**src/rtl/data_memory_sync.sv**
```systemverilog
// Single-port word-addressed RAM with valid/ready requests, byte enables and a
// self-clearing init pass after every reset. Responses return READ_LAT cycles after acceptance.
module data_memory_sync #(
    parameter int DATA_W   = 16,
    parameter int ADDR_W   = 16,
    parameter int DEPTH    = 16,
    parameter int READ_LAT = 1
) (
    input  logic                clk,
    input  logic                reset,
    input  logic                req_valid,
    input  logic                req_write,
    input  logic [ADDR_W-1:0]   req_addr,
    input  logic [DATA_W-1:0]   req_wdata,
    input  logic [DATA_W/8-1:0] req_be,
    output logic                req_ready,
    output logic                rsp_valid,
    output logic [DATA_W-1:0]   rsp_rdata,
    output logic                rsp_err,
    output logic                init_done
);

    localparam int NB    = DATA_W / 8;
    localparam int IDX_W = (DEPTH > 1) ? $clog2(DEPTH) : 1;
    localparam logic [ADDR_W:0]  DEPTH_X  = (ADDR_W+1)'(DEPTH);
    localparam logic [IDX_W-1:0] LAST_IDX = IDX_W'(DEPTH - 1);

    typedef enum logic {
        INIT = 1'b0,
        RUN  = 1'b1
    } state_t;

    state_t           state_q, state_d;
    logic [IDX_W-1:0] cnt_q, cnt_d;

    logic             accept;
    logic             in_range;
    logic             rd_en;
    logic [IDX_W-1:0] req_idx;

    logic [NB-1:0]     mem_we;
    logic [IDX_W-1:0]  mem_idx;
    logic [DATA_W-1:0] mem_wdata;

    logic [DATA_W-1:0] mem_q [DEPTH];
    logic [DATA_W-1:0] ram_rd_q;

    logic s1_valid_q, s1_err_q, s1_rd_q;

    logic              out_valid;
    logic              out_err;
    logic              out_rd;
    logic [DATA_W-1:0] out_data;

    assign accept   = req_valid && (state_q == RUN);
    assign in_range = {1'b0, req_addr} < DEPTH_X;
    // Index is forced to zero for out-of-range addresses so aliasing can never reach the array.
    assign req_idx  = in_range ? req_addr[IDX_W-1:0] : '0;
    assign rd_en    = accept && !req_write && in_range;

    always_ff @(posedge clk or posedge reset) begin
        if (reset) begin
            state_q <= INIT;
            cnt_q   <= '0;
        end else begin
            state_q <= state_d;
            cnt_q   <= cnt_d;
        end
    end

    always_comb begin
        state_d = state_q;
        cnt_d   = cnt_q;
        if (state_q == INIT) begin
            cnt_d = cnt_q + IDX_W'(1);
            if (cnt_q == LAST_IDX) begin
                state_d = RUN;
                cnt_d   = '0;
            end
        end
    end

    // The clear pass and request writes share the single array write port.
    always_comb begin
        mem_we    = '0;
        mem_idx   = cnt_q;
        mem_wdata = '0;
        if (state_q == INIT) begin
            mem_we = '1;
        end else if (accept && req_write && in_range) begin
            mem_we    = req_be;
            mem_idx   = req_idx;
            mem_wdata = req_wdata;
        end
    end

    always_ff @(posedge clk) begin
        for (int b = 0; b < NB; b++) begin
            if (mem_we[b]) begin
                mem_q[mem_idx][8*b +: 8] <= mem_wdata[8*b +: 8];
            end
        end
        if (rd_en) begin
            ram_rd_q <= mem_q[req_idx];
        end
    end

    always_ff @(posedge clk or posedge reset) begin
        if (reset) begin
            s1_valid_q <= 1'b0;
            s1_err_q   <= 1'b0;
            s1_rd_q    <= 1'b0;
        end else begin
            s1_valid_q <= accept;
            s1_err_q   <= accept && !in_range;
            s1_rd_q    <= rd_en;
        end
    end

    generate
        if (READ_LAT >= 2) begin : g_lat2
            logic              s2_valid_q, s2_err_q, s2_rd_q;
            logic [DATA_W-1:0] s2_data_q;

            always_ff @(posedge clk or posedge reset) begin
                if (reset) begin
                    s2_valid_q <= 1'b0;
                    s2_err_q   <= 1'b0;
                    s2_rd_q    <= 1'b0;
                end else begin
                    s2_valid_q <= s1_valid_q;
                    s2_err_q   <= s1_err_q;
                    s2_rd_q    <= s1_rd_q;
                end
            end

            always_ff @(posedge clk) begin
                if (s1_rd_q) begin
                    s2_data_q <= ram_rd_q;
                end
            end

            assign out_valid = s2_valid_q;
            assign out_err   = s2_err_q;
            assign out_rd    = s2_rd_q;
            assign out_data  = s2_data_q;
        end else begin : g_lat1
            assign out_valid = s1_valid_q;
            assign out_err   = s1_err_q;
            assign out_rd    = s1_rd_q;
            assign out_data  = ram_rd_q;
        end
    endgenerate

    // The data path has no reset, so read data is gated by the reset-cleared read flag.
    assign rsp_valid = out_valid;
    assign rsp_err   = out_err;
    assign rsp_rdata = out_rd ? out_data : '0;
    assign req_ready = (state_q == RUN);
    assign init_done = (state_q == RUN);

endmodule

```
**config.mk**
```make
export PLATFORM = sky130hd
export DESIGN_NAME = data_memory_sync
export DESIGN_NICKNAME = d
export VERILOG_FILES = /design/src/rtl/data_memory_sync.sv
export SDC_FILE = /design/constraint.sdc
export NUM_CORES = 1
export LEC_CHECK = 0
export CAP_MARGIN = 30
export CELL_PAD_IN_SITES_DETAIL_PLACEMENT = 1
export CELL_PAD_IN_SITES_GLOBAL_PLACEMENT = 1
export CORE_MARGIN = 2
export CORE_UTILIZATION = 50
export DETAILED_ROUTE_END_ITERATION = 6
export DONT_BUFFER_PORTS = 1
export PLACE_DENSITY_LB_ADDON = 0.1
export REMOVE_ABC_BUFFERS = 1
export SLEW_MARGIN = 15
export SYNTH_ARGS = -nofsm -noshare
export SYNTH_HDL_FRONTEND = slang
export SYNTH_SLANG_ARGS = --single-unit
```
**constraint.sdc**
```tcl
create_clock -name clk -period 4.15 [get_ports clk]
set_input_delay 0.83 -clock clk [delete_from_list [all_inputs] [get_ports clk]]
set_output_delay 0.83 -clock clk [all_outputs]
set_load 0.02 [all_outputs]
```
==> impl_metrics.csv <==
group,metric,value,unit
sta,finClkSkew,11.6,ps
worst_setup_path,worstReg2RegEnd,"mem_q[1][8]",
global_route,grt_pass1_wl,44.4,mm
pwr,power.total,5.69,mW
sta,fin_crit,3180,ps
synthesis,avgSynthCellArea,15.7,um^2
global_route,grt_usage,0.246,
sta,timing.final.ws_setup,968,ps
worst_setup_path,end_kind,"flop",
clock_tree,cts_hold_buf,0,
global_route,grt_max_degree,119,
final_layout,area_growth,11.3,%
worst_setup_path,crit_path_end,"mem_q[1][8]",
pwr,max-vdd-ir-drop,392,uV
drt,wl_per_cell,27.4,um
clock_tree,cts-resized-gates,0,
clock_tree,h-tree-depth,1,
clock_tree,postCtsSetupBuffers,0,
place,place_ws,446,ps
final_layout,drive_above_1_share,0.167,
place,place_hpwl,18.3,mm
floorplanning,rows,55,
floorplanning,die_w,156,um
drt,totalWireLength,28.9,mm
drt,first_iter_violations,612,
place,gp_congestion,0.929,
worst_setup_path,crit_family,"simple AND/OR/NAND/NOR gates",
sta,maxSlewViolCount,0,
place,portBuffers,0,
synthesis,synthCells,737,
drt,postRouteAntennaNets,0,
clock_tree,cts_buffers,28,
worst_setup_path,reg2reg_slack,1250,ps
drt,dr.pass1.iters,5,
floorplanning,dieArea,0.0244,mm^2
synthesis,synth_area,0.0116,mm^2
clock_tree,cts_sinks,280,
worst_setup_path,critPathMaxStageDelay,930,ps
drt,wl_met1,13.4,mm
worst_setup_path,worstPathRequired,4310,ps
synthesis,synth-seq-cells,280,
synthesis,ys.flop_type,"edfxtp_1",
floorplanning,io_pins,58,
synthesis,ys_warn_count,0,
worst_setup_path,cpMaxStageDelayCell,"nor4_1",
worst_setup_path,crit-reg2reg-launch,"init_done",
sta,tightest_slew,1030,ps
worst_setup_path,worstSetupPathType,"in2reg",
worst_setup_path,crit_arrival,3340,ps
synthesis,ys_seq_area_frac,0.723,
worst_setup_path,crit_cells,4,
worst_setup_path,r2r_cells,4,
floorplanning,die_y,156,um
drt,route.met2.wl,13.0,mm
clock_tree,clk_pin_slew,60,ps
sta,period_share,0.767,
pwr,power_density,442,mW/mm^2
sta,max_freq,314,MHz
floorplanning,initial_core_util,0.510,
worst_setup_path,crit_buf_inv,0,
sta,setup_violations,0,
drt,top_layer,"met4",
drt,wl_met3,1.95,mm
sta,rsz0062_at_grt,"no",
final_layout,nets,785,
synthesis,async_flop_share,0.0286,
drt,drt-vias-per-instance,6.33,
hold_path,hp-class,"in2async",
global_route,grt_pass1_vias,7040,
sta,tns,0,ps
sta,fin_hold_ws,204,ps
clock_tree,clockBufferDepth,3,
job,cap_violations,0,
floorplanning,core,0.0227,mm^2
clock_tree,root_buffer,"clkbuf_16",
worst_setup_path,worstSetupStartpointType,"input port",
global_route,grt-ovfl-total,0,
sta,hold_violations,0,
synthesis,synth-edff-count,272,
run_status,status,"finished clean",
clock_tree,insertion_delay,540,ps
drt,drc,0,
synthesis,synthDistinctLibCells,45,
worst_setup_path,path_cells,"or4_1 -> nor4_1 -> a21oi_1 -> nor2_1",
worst_setup_path,startpoint,"req_addr[13]",
global_route,antenna_found_initial,0,
sta,relSlewSlack,0.308,
pwr,p_leak,4.69,nW
worst_setup_path,critPathMaxFanout,8,
clock_tree,cts_tree,"done",
drt,dr_total_vias,6671,
==> layout make-up <==
cell class              count  area (um^2)
diodes                      1         2.50
inverters                   3         11.3
well taps                 285          357
repair buffers             34          255
flip-flops and latches    280         8370
clock buffers              35          748
fillers                  2083         9820
clock inverters            17          180
multi-input cells         399         2960
==> per-stage QoR <==
stage | utilization | instance area (um^2) | cells
CTS | 0.567 | 12900 | 1053
detailed placement | 0.526 | 12000 | 1001
global route | 0.567 | 12900 | 1053
global placement | 0.526 | 12000 | 1001
floorplan | - | 11300 | 682
finish | 0.567 | 12900 | 1054
==> metal layers <==
metal / vias up / global-route usage
li1: 2925 / -
met1: 3466 / 0.382
met2: 243 / 0.372
met3: 37 / 0.0319
met4: 0 / 0.0585
met5: - / 0
==> cells in the final DEF, fill, tap and decap left out, types with 19 or more instances in the layout <==
cell / instances
and2_1: 33
buf_4: 34
a21oi_1: 29
edfxtp_1: 272
a31oi_1: 19
nor2_1: 54
nand3_1: 22
mux2i_1: 32
nand2_1: 28
clkbuf_16: 29
==> worst min-delay path by stage <==
stage,to,depth (start not counted),slack [ps]
2_1_floorplan,out_data[14],2,570
5_1_grt,cnt_q[0],1,190
3_5_place_dp,out_data[14],2,630
4_1_cts,cnt_q[0],1,180
6_report,cnt_q[0],1,200
3_3_place_gp,out_data[14],2,610
==> logic make-up after synthesis <==
| kind of cell | count (synthesis) | share of synthesized area |
|---|---|---|
| simple gates | 181 | 0.0817 |
| fa+ha+maj | 1 | 0.00108 |
| mux | 65 | 0.0753 |
| compound gates | 151 | 0.0953 |
| buf+inv | 58 | 0.0228 |
| xor+xnor | 1 | 0.000757 |
| flops | 280 | 0.723 |
==> Yosys cell counts (3+ instances only) <==
| library cell | number | area share |
|---|---|---|
| nor4_1 | 3 | 0.0016 |
| dfrtp_1 | 8 | 0.017 |
| buf_6 | 4 | 0.0039 |
| o211ai_1 | 16 | 0.010 |
| buf_2 | 10 | 0.0043 |
| clkbuf_1 | 34 | 0.011 |
| or4_1 | 3 | 0.0019 |
| a221o_1 | 16 | 0.014 |
| nand2b_1 | 18 | 0.0097 |
| mux2_2 | 17 | 0.017 |
| mux2i_1 | 32 | 0.028 |
| a211oi_1 | 14 | 0.0091 |
| nand2_1 | 28 | 0.0091 |
| buf_1 | 6 | 0.0019 |
| o32ai_1 | 16 | 0.012 |
| a21oi_1 | 29 | 0.013 |
| nor2b_1 | 4 | 0.0022 |
| nor2_1 | 54 | 0.018 |
| nor3_1 | 3 | 0.0013 |
| mux4_2 | 16 | 0.031 |
| nor3b_1 | 4 | 0.0026 |
| inv_1 | 3 | 0.00097 |
| edfxtp_1 | 272 | 0.71 |
| o21ai_0 | 18 | 0.0078 |
| and2_1 | 33 | 0.018 |
| nand3_1 | 22 | 0.0095 |
| a22oi_1 | 8 | 0.0052 |
| a22oi_2 | 9 | 0.0097 |
| a31oi_1 | 19 | 0.010 |
==> sequential cells by signal, indices dropped and copies added (netlist names) <==
signal	cells
cnt_q	4
init_done	1
mem_q	256
out_data	16
out_rd	1
rsp_err	1
rsp_valid	1
==> where the power goes <==
part / internal (mW) / leakage [nW] / switching (mW)
logic: 0.0394 / 1.11 / 0.0441
clock network: 1.52 / 0.462 / 1.03
registers: 3.05 / 3.12 / 0.00171
total: 4.61 / 4.69 / 1.08
Power figures use the tool's default switching activity.
